$ cat src/rtl/srlz_pkg.sv
// Shared definitions for the serializer/deserializer pair.
package srlz_pkg;

    localparam int DATA_WIDTH_DEFAULT = 8;

    typedef enum logic {
        IDLE = 1'b0,
        RECV = 1'b1
    } srlz_state_t;

    // Bits needed to count 0..width inclusive.
    function automatic int cnt_width(input int width);
        return $clog2(width + 1);
    endfunction

endpackage

$ cat src/rtl/sipo_out_buf.sv
// Single-entry output register with valid/ready handshake.
// A word arriving while the entry is full and not drained is dropped.
module sipo_out_buf
    import srlz_pkg::*;
#(
    parameter int DATA_WIDTH = DATA_WIDTH_DEFAULT
) (
    input  logic                  clk,
    input  logic                  rst,
    input  logic                  load,
    input  logic [DATA_WIDTH-1:0] word,
    input  logic                  ready,
    output logic [DATA_WIDTH-1:0] data,
    output logic                  valid,
    output logic                  overrun
);

    always_ff @(posedge clk) begin
        if (rst) begin
            data    <= '0;
            valid   <= 1'b0;
            overrun <= 1'b0;
        end else begin
            overrun <= 1'b0;
            if (load) begin
                if (!valid || ready) begin
                    data  <= word;
                    valid <= 1'b1;
                end else begin
                    overrun <= 1'b1;
                end
            end else if (valid && ready) begin
                valid <= 1'b0;
            end
        end
    end

endmodule

$ cat src/rtl/deserializer_sipo.sv
// Serial-in/parallel-out receiver: frame alignment, bit counting
// and word assembly, feeding a single-entry output register.
module deserializer_sipo
    import srlz_pkg::*;
#(
    parameter int DATA_WIDTH = DATA_WIDTH_DEFAULT,
    parameter bit MSB_FIRST  = 1'b1
) (
    input  logic                  clk,
    input  logic                  rst,
    input  logic                  srl_in,
    input  logic                  shift,
    input  logic                  frame_start,
    output logic [DATA_WIDTH-1:0] data_out,
    output logic                  data_valid,
    input  logic                  data_ready,
    output logic                  busy,
    output logic                  overrun,
    output logic                  frame_err
);

    localparam int CW = cnt_width(DATA_WIDTH);
    localparam logic [CW-1:0] LAST = CW'(DATA_WIDTH - 1);

    srlz_state_t           state, state_n;
    logic [CW-1:0]         cnt, cnt_n;
    logic [DATA_WIDTH-1:0] sr, sr_n;
    logic [DATA_WIDTH-1:0] sr_shift, sr_first;
    logic                  ferr_n;
    logic                  word_done;

    // First received bit must end up in the MSB (or LSB) after a full word.
    always_comb begin
        sr_shift = '0;
        sr_first = '0;
        if (MSB_FIRST) begin
            sr_shift    = {sr[DATA_WIDTH-2:0], srl_in};
            sr_first[0] = srl_in;
        end else begin
            sr_shift               = {srl_in, sr[DATA_WIDTH-1:1]};
            sr_first[DATA_WIDTH-1] = srl_in;
        end
    end

    always_comb begin
        state_n   = state;
        cnt_n     = cnt;
        sr_n      = sr;
        ferr_n    = 1'b0;
        word_done = 1'b0;
        if (shift) begin
            if (frame_start) begin
                ferr_n  = (state == RECV);
                sr_n    = sr_first;
                cnt_n   = CW'(1);
                state_n = RECV;
            end else if (state == RECV) begin
                sr_n = sr_shift;
                if (cnt == LAST) begin
                    word_done = 1'b1;
                    cnt_n     = '0;
                    state_n   = IDLE;
                end else begin
                    cnt_n = cnt + CW'(1);
                end
            end
        end
    end

    always_ff @(posedge clk) begin
        if (rst) begin
            state     <= IDLE;
            cnt       <= '0;
            sr        <= '0;
            frame_err <= 1'b0;
        end else begin
            state     <= state_n;
            cnt       <= cnt_n;
            sr        <= sr_n;
            frame_err <= ferr_n;
        end
    end

    assign busy = (state == RECV);

    sipo_out_buf #(
        .DATA_WIDTH(DATA_WIDTH)
    ) u_out_buf (
        .clk    (clk),
        .rst    (rst),
        .load   (word_done),
        .word   (sr_shift),
        .ready  (data_ready),
        .data   (data_out),
        .valid  (data_valid),
        .overrun(overrun)
    );

endmodule

$ cat config.mk
export PLATFORM = sky130hd
export DESIGN_NAME = deserializer_sipo
export DESIGN_NICKNAME = d
export VERILOG_FILES = /design/src/rtl/srlz_pkg.sv /design/src/rtl/sipo_out_buf.sv /design/src/rtl/deserializer_sipo.sv
export SDC_FILE = /design/constraint.sdc
export NUM_CORES = 1
export LEC_CHECK = 0
export ABC_AREA = 1
export BUFFER_PORTS_ARGS = -buffer_cell sky130_fd_sc_hd__buf_2
export CAP_MARGIN = 20
export CORE_MARGIN = 1.5
export CORE_UTILIZATION = 55
export CTS_CLUSTER_SIZE = 10
export DETAILED_ROUTE_END_ITERATION = 8
export PLACE_DENSITY = 0.77
export SETUP_SLACK_MARGIN = 0.02
export SKIP_LAST_GASP = 1
export SLEW_MARGIN = 20
export SYNTH_ARGS = -nofsm -noshare
export SYNTH_HDL_FRONTEND = slang
export SYNTH_SLANG_ARGS = --single-unit
$ cat constraint.sdc
create_clock -name clk -period 2.6 [get_ports clk]
set_input_delay 0.13 -clock clk [delete_from_list [all_inputs] [get_ports clk]]
set_output_delay 0.13 -clock clk [all_outputs]
set_load 0.01 [all_outputs]
==> flow_metrics.env, run 1 <==
export IMPL_power_density_mw_per_mm2=474
export IMPL_grt_pass1_wl_um=3120
export IMPL_fmax_mhz=726
export IMPL_placed_cell_area_mm2=0.00114
export IMPL_switching_share=0.227
export IMPL_cp_cell_sequence="ha_1 > nand3_4 > nor2_8 > nand2_4 > nand2_1 > inv_1 > nor2_2"
export IMPL_clock_power_share=0.286
export IMPL_finalPower_mw=0.553
export IMPL_max_cap_violations=0
export IMPL_vias_per_cell=4.60
export IMPL_synth_top_area_cell="dfxtp_1"
export IMPL_startpoint_type="register"
export IMPL_status="completed"
export IMPL_antenna_found_initial=0
export IMPL_rsz0062_at_grt="false"
export IMPL_ctsHoldBuffers=0
export IMPL_via_count=865
export IMPL_drt_iter0_markers=21
export IMPL_synth_edf_count=0
export IMPL_numCtsBuffers=3
export IMPL_dp_cells=184
export IMPL_stdcell_count=188
export IMPL_hpwl_um=1380
export IMPL_gp_congestion=0.817
export IMPL_ys_types=21
export IMPL_ir_drop_mv=0.234
export IMPL_finalCritPeriodShare=0.529
export IMPL_gr_usage_all_layers=0.199
export IMPL_totalWireLength_um=1840
export IMPL_pwr_share_seq=0.652
export IMPL_syn_area_mm2=0.00103
export IMPL_synthCells=144
export IMPL_port_buffers=17
export IMPL_yosys_warnings=0
export IMPL_cts_reportedPaths_clkPinSlew_ps=120
export IMPL_synth_flop_cell="dfxtp_1"
export IMPL_finalHoldViolCount=0
export IMPL_gr_total_overflow=0
export IMPL_p_switching_mw=0.125
export IMPL_r2r_slack_ps=1220
export IMPL_fin_setup_tns_ps=0
export IMPL_synth_most_common_cell="nand2_1"
export IMPL_dieArea_mm2=0.00214
export IMPL_cp_end_kind="register"
export IMPL_p_comb_frac=0.062
export IMPL_synth_area_top_cells="dfxtp_1 (45%), nand2_1 (15%), inv_1 (11%)"
export IMPL_grt_max_degree=16
export IMPL_async_reset_ff_frac=0
export IMPL_crit_type="reg -> reg"
export IMPL_crit_fanout=9
export IMPL_htreeDepth=1
export IMPL_die_w_um=46.2
export IMPL_drtAntennaViolNets=0
export IMPL_cp_slowest_cell="dfxtp_1"
export IMPL_drive_above_1_share=0.202
export IMPL_nNetsFinal=171
export IMPL_finalCriticalPeriod_ps=1380
export IMPL_synth_top_area_frac=0.448
export IMPL_p_leak_nw=0.541
export IMPL_post_cts_buffers=0
export IMPL_drc_errors=0
export IMPL_syn_to_final_growth_pct=13.4
export IMPL_setup_violations=0
export IMPL_max_slew_worst_pin_slew_ps=406
export IMPL_synth_seq_cells=23
export IMPL_cp_required_ps=2840
export IMPL_core_area_mm2=0.00175
export IMPL_clk_latency_ps=290
export IMPL_internal_power_mw=0.427
export IMPL_finClkSkew_ps=0.644
export IMPL_avgSynthCellArea_um2=7.14
export IMPL_yosysSeqAreaShare=0.448
export IMPL_dr_pass1_iters=4
export IMPL_clock_path_buffers=2
export IMPL_ys_top_cells_by_count="nand2_1 (40), inv_1 (30), dfxtp_1 (23)"
export IMPL_holdWs_ps=115
export IMPL_design_area_mm2=0.00117
export IMPL_io_pins=18
export IMPL_cts_resized=0
export IMPL_cts_tree="yes"
export IMPL_die_height_um=46.2
export IMPL_num_antenna_cells=0
export IMPL_wl_per_cell_um=9.78
export IMPL_first_global_vias=730
export IMPL_relSlewSlack=0.729
export IMPL_crit_arrival_ps=1620
export IMPL_root_buffer="clkbuf_4"
export IMPL_syn_num_nets=151
export IMPL_cts_sinks=23
export IMPL_hold_path_class="in -> reg"
export IMPL_drv_slew=0
export IMPL_cpPeakStageDelay_ps=410
export IMPL_start_util=0.589
export IMPL_num_rows=15
[metal layers]
layer / up-vias / share of wire / GRT usage
met5: - / 0 / 0
met3: 2 / 0.022 / 0.0353
met4: 0 / 0.0082 / 0.0514
met2: 9 / 0.44 / 0.294
met1: 376 / 0.53 / 0.294
li1: 478 / - / -
[power groups by stage]
stage                     clock network [mW]  logic (mW)  registers, mW
after floorplan                            0      0.0208          0.368
after global placement                     0      0.0339          0.368
after CTS                              0.162      0.0341          0.360
after detailed placement                   0      0.0341          0.368
final                                  0.158      0.0344          0.360
after global routing                   0.179      0.0391          0.361
[stage by stage]
stage               utilization  setup slack [ps]
finish                    0.668              1220
global route              0.668              1120
CTS                       0.668              1220
detailed placement        0.653              1250
global placement          0.653              1330
floorplan                     -              1400
[worst paths after layout]
kind                    start           endpoint  cells after the start
setup reg to reg       cnt[0]  u_out_buf.data[5]                      7
setup / recovery       cnt[0]  u_out_buf.data[5]                      7
hold reg to reg         sr[0]              sr[1]                      2
hold / removal    frame_start          frame_err                      3
[placed cells by master (no fill, tap or decap)]
master / synthesis / final
nand2_1: 40 / 40
inv_1: 30 / 30
dfxtp_1: 23 / 23
buf_2: 1 / 17
a21oi_1: 11 / 11
nand3_1: 10 / 10
nor2_2: 8 / 8
nor2_1: 5 / 5
o21ai_0: 4 / 4
clkbuf_4: 0 / 3
nand3_4: 1 / 1
nand3_2: 1 / 1
nor2_8: 1 / 1
nand2_4: 1 / 1
clkinv_1: 1 / 1
a31oi_1: 1 / 1
nand4_1: 1 / 1
nor4_1: 1 / 1
nor3_1: 1 / 1
ha_1: 1 / 1
clkbuf_1: 1 / 1
buf_4: 0 / 1
[sequential cells by signal, summed over array words and instances, names as in the netlist]
signal / flops
u_out_buf.overrun: 1
u_out_buf.valid: 1
sr: 7
frame_err: 1
u_out_buf.data: 8
busy: 1
cnt: 4
[worst max-delay path: cells and delay by family (launching register included)]
kind	cells	cell delay [ps]
adders and majority gates	1	260
buffers and inverters	1	50
DFF	1	410
and+or+nand+nor	5	600
[kinds of logic after synthesis]
| group | Yosys count | synth area share |
|---|---|---|
| flip-flops | 23 | 0.448 |
| AO/OA/AOI/OAI | 16 | 0.0791 |
| buffers and inverters | 34 | 0.125 |
| adder cells (fa/ha/maj) | 1 | 0.0122 |
| AND/OR/NAND/NOR | 70 | 0.336 |
[layout make-up]
| cell class | instances | area (um2) |
|---|---|---|
| Clock buffer | 4 | 26.3 |
| Fill cell | 170 | 579 |
| Inverter | 31 | 116 |
| Multi-Input combinational cell | 87 | 439 |
| Sequential cell | 23 | 460 |
| Tap cell | 25 | 31.3 |
| Timing Repair Buffer | 18 | 92.6 |
No activity file was read; power rests on OpenSTA's default activity.
==> inputs of run 2 (changes only) <==
ABC_AREA = 0   (was 1)
CORE_UTILIZATION = 52   (was 55)
PLACE_DENSITY = 0.73   (was 0.77)
clock period = 1.41 ns   (was 2.6 ns; I/O delays follow)
==> flow_metrics.env, run 2 <==
export IMPL_ir_drop_mv=0.513
export IMPL_num_antenna_cells=0
export IMPL_multi_input_area_um2=468
export IMPL_max_cap_violations=0
export IMPL_yosysSeqAreaShare=0.480
export IMPL_synth_top_area_cell="dfxtp_1"
export IMPL_first_global_vias=624
export IMPL_synthCells=97
export IMPL_synth_most_common_cell="dfxtp_1"
export IMPL_cpPeakStageDelay_ps=350
export IMPL_drt_iter0_markers=12
export IMPL_p_leak_nw=0.435
export IMPL_startpoint="cnt[0]"
export IMPL_clock_path_buffers=2
export IMPL_gr_usage_all_layers=0.188
export IMPL_synth_area_top_cells="dfxtp_1 (48%), nand2b_1 (11%), mux2i_1 (9.4%)"
export IMPL_crit_buf_inv=0
export IMPL_holdWs_ps=12.5
export IMPL_pwr_share_seq=0.642
export IMPL_gr_total_overflow=0
export IMPL_cp_end_kind="register"
export IMPL_grt_pass1_wl_um=2860
export IMPL_yosys_warnings=0
export IMPL_gp_congestion=0.774
export IMPL_pre_cts_ws_ps=-15.8
export IMPL_setup_ws_ps=32.0
export IMPL_cts_tree="yes"
export IMPL_drc_errors=0
export IMPL_htreeDepth=1
export IMPL_p_switching_mw=0.241
export IMPL_totalWireLength_um=1700
export IMPL_grt_max_degree=32
export IMPL_cp_cell_sequence="ha_1 > and4bb_2 > and3b_2 > mux2i_1"
export IMPL_num_rows=15
export IMPL_vias_per_cell=5.12
export IMPL_synth_seq_cells=23
export IMPL_final_common_cell="dfxtp_1"
export IMPL_drv_slew=0
export IMPL_stdcell_count=142
export IMPL_hpwl_um=1210
export IMPL_syn_area_um2=960
export IMPL_ys_types=26
export IMPL_finalCriticalPeriod_ps=1380
export IMPL_syn_to_final_growth_pct=15.6
export IMPL_root_buffer="clkbuf_4"
export IMPL_core_area_mm2=0.00173
export IMPL_syn_num_nets=104
export IMPL_finalCritPeriodShare=0.977
export IMPL_dr_pass1_iters=4
export IMPL_crit_type="reg -> reg"
export IMPL_power_density_mw_per_mm2=934
export IMPL_p_comb_frac=0.066
export IMPL_cts_sinks=23
export IMPL_reg2reg_to="u_out_buf.data[1]"
export IMPL_status="completed"
export IMPL_rsz0062_at_grt="true"
export IMPL_dieArea_mm2=0.00211
export IMPL_cp_required_ps=1650
export IMPL_final_cell_mix="dfxtp_1 (20), nand2b_1 (17), buf_2 (17)"
export IMPL_largest_reg_flops=8
export IMPL_top_regs="u_out_buf.data (8), sr (7), cnt (4)"
export IMPL_top_register="u_out_buf.data"
export IMPL_finClkSkew_ps=1.98
export IMPL_relSlewSlack=0.704
export IMPL_critPathTopFamily="simple AND/OR/NAND/NOR gates"
export IMPL_finalHoldViolCount=0
export IMPL_cp_depth=4
export IMPL_port_buffers=17
export IMPL_ctsHoldBuffers=0
export IMPL_numCtsBuffers=3
export IMPL_via_count=727
export IMPL_die_w_um=46.0
export IMPL_setup_violations=0
export IMPL_antenna_found_initial=0
export IMPL_synth_edf_count=0
export IMPL_io_pins=18
export IMPL_reg2regPathDepth=4
export IMPL_r2r_start="cnt[0]"
export IMPL_cts_reportedPaths_clkPinSlew_ps=130
export IMPL_start_util=0.556
export IMPL_internal_power_mw=0.795
export IMPL_cp_endpoint="u_out_buf.data[1]"
export IMPL_dp_cells=137
export IMPL_startpoint_type="register"
export IMPL_synth_top_area_frac=0.480
export IMPL_async_reset_ff_frac=0
export IMPL_r2r_slack_ps=30
export IMPL_num_fill_cells=167
export IMPL_hold_path_class="in -> reg"
export IMPL_die_height_um=46.0
export IMPL_fin_setup_tns_ps=0
export IMPL_cp_slowest_cell="dfxtp_2"
export IMPL_fmax_mhz=726
export IMPL_ys_top_cells_by_count="dfxtp_1 (23), nand2b_1 (17), mux2i_1 (9)"
export IMPL_clk_latency_ps=300
export IMPL_regArea_um2=464
export IMPL_max_slew_worst_pin_slew_ps=443
export IMPL_clock_power_share=0.292
export IMPL_synth_flop_cell="dfxtp_1"
export IMPL_nNetsFinal=125
export IMPL_switching_share=0.233
export IMPL_drive_above_1_share=0.282
export IMPL_drtAntennaViolNets=0
export IMPL_avgSynthCellArea_um2=9.89
export IMPL_crit_fanout=8
export IMPL_crit_arrival_ps=1620
export IMPL_wl_per_cell_um=12.0
-- run 2: cell types whose count changed in the layout (fill, tap and decap cells not counted), sizes merged, moves of 2 or more --
cell,before,now
mux2i,0,9
inv,30,1
nand2,41,4
nand2b,0,17
buf,18,21
a22oi,0,7
nand3,12,3
nor2,14,8
a21oi,11,4
and3b,0,2
-- run 2: logic make-up (layout without fill, tap and decap cells) --
group	Yosys count	in the layout	synth area share
AND/OR/NAND/NOR	42	42	0.272
flip-flops	23	23	0.480
AO/OA/AOI/OAI	16	16	0.108
multiplexers	9	9	0.0939
buffers and inverters	6	26	0.0326
adder cells (fa/ha/maj)	1	1	0.0130
-- run 2: worst min-delay path by stage --
stage	from	end	depth (start not counted)
after floorplan	srl_in	sr[0]	2
after global placement	srl_in	sr[0]	3
after global routing	srl_in	sr[0]	3
after CTS	srl_in	sr[0]	3
final	srl_in	sr[0]	3
after detailed placement	srl_in	sr[0]	3
-- run 2: worst register-to-register path, delay by kind of cell (launching register included) --
kind / cells / cell delay [ps]
and+or+nand+nor: 2 / 580
muxes: 1 / 230
adders and majority gates: 1 / 150
DFF: 1 / 350
-- run 2: per-stage QoR --
stage / cell area [um2] / power, mW / util
after CTS: 1110 / 1.05 / 0.642
after detailed placement: 1070 / 0.743 / 0.620
after global placement: 1070 / 0.742 / 0.620
final: 1110 / 1.04 / 0.643
after global routing: 1110 / 1.09 / 0.643
after floorplan: 960 / 0.719 / -
-- run 2: metal layers --
layer,part of all wire,GRT usage
met1,0.53,0.279
met2,0.44,0.250
met3,0.020,0.0476
met4,0.0088,0.0857
met5,0,0
-- run 2: final cells by class --
type / instances / area share
clock inverter: 1 / 0.00451
sequential: 23 / 0.418
timing repair buffer: 21 / 0.104
clock buffer: 3 / 0.0203
multi-input combinational: 68 / 0.422
tap: 25 / 0.0282
inverter: 1 / 0.00338
-- run 2: power by group through the flow --
stage | combinational (mW) | sequential, mW | clock (mW)
floorplan | 0.0394 | 0.679 | 0
global placement | 0.0626 | 0.679 | 0
detailed placement | 0.0637 | 0.680 | 0
CTS | 0.0687 | 0.664 | 0.315
global route | 0.0762 | 0.667 | 0.350
finish | 0.0688 | 0.665 | 0.303
-- run 2: timing repair --
action | CTS | global route
setup endpoints to repair | 8 | 9
resized for setup | 2 | 1
setup buffers | 1 | 0
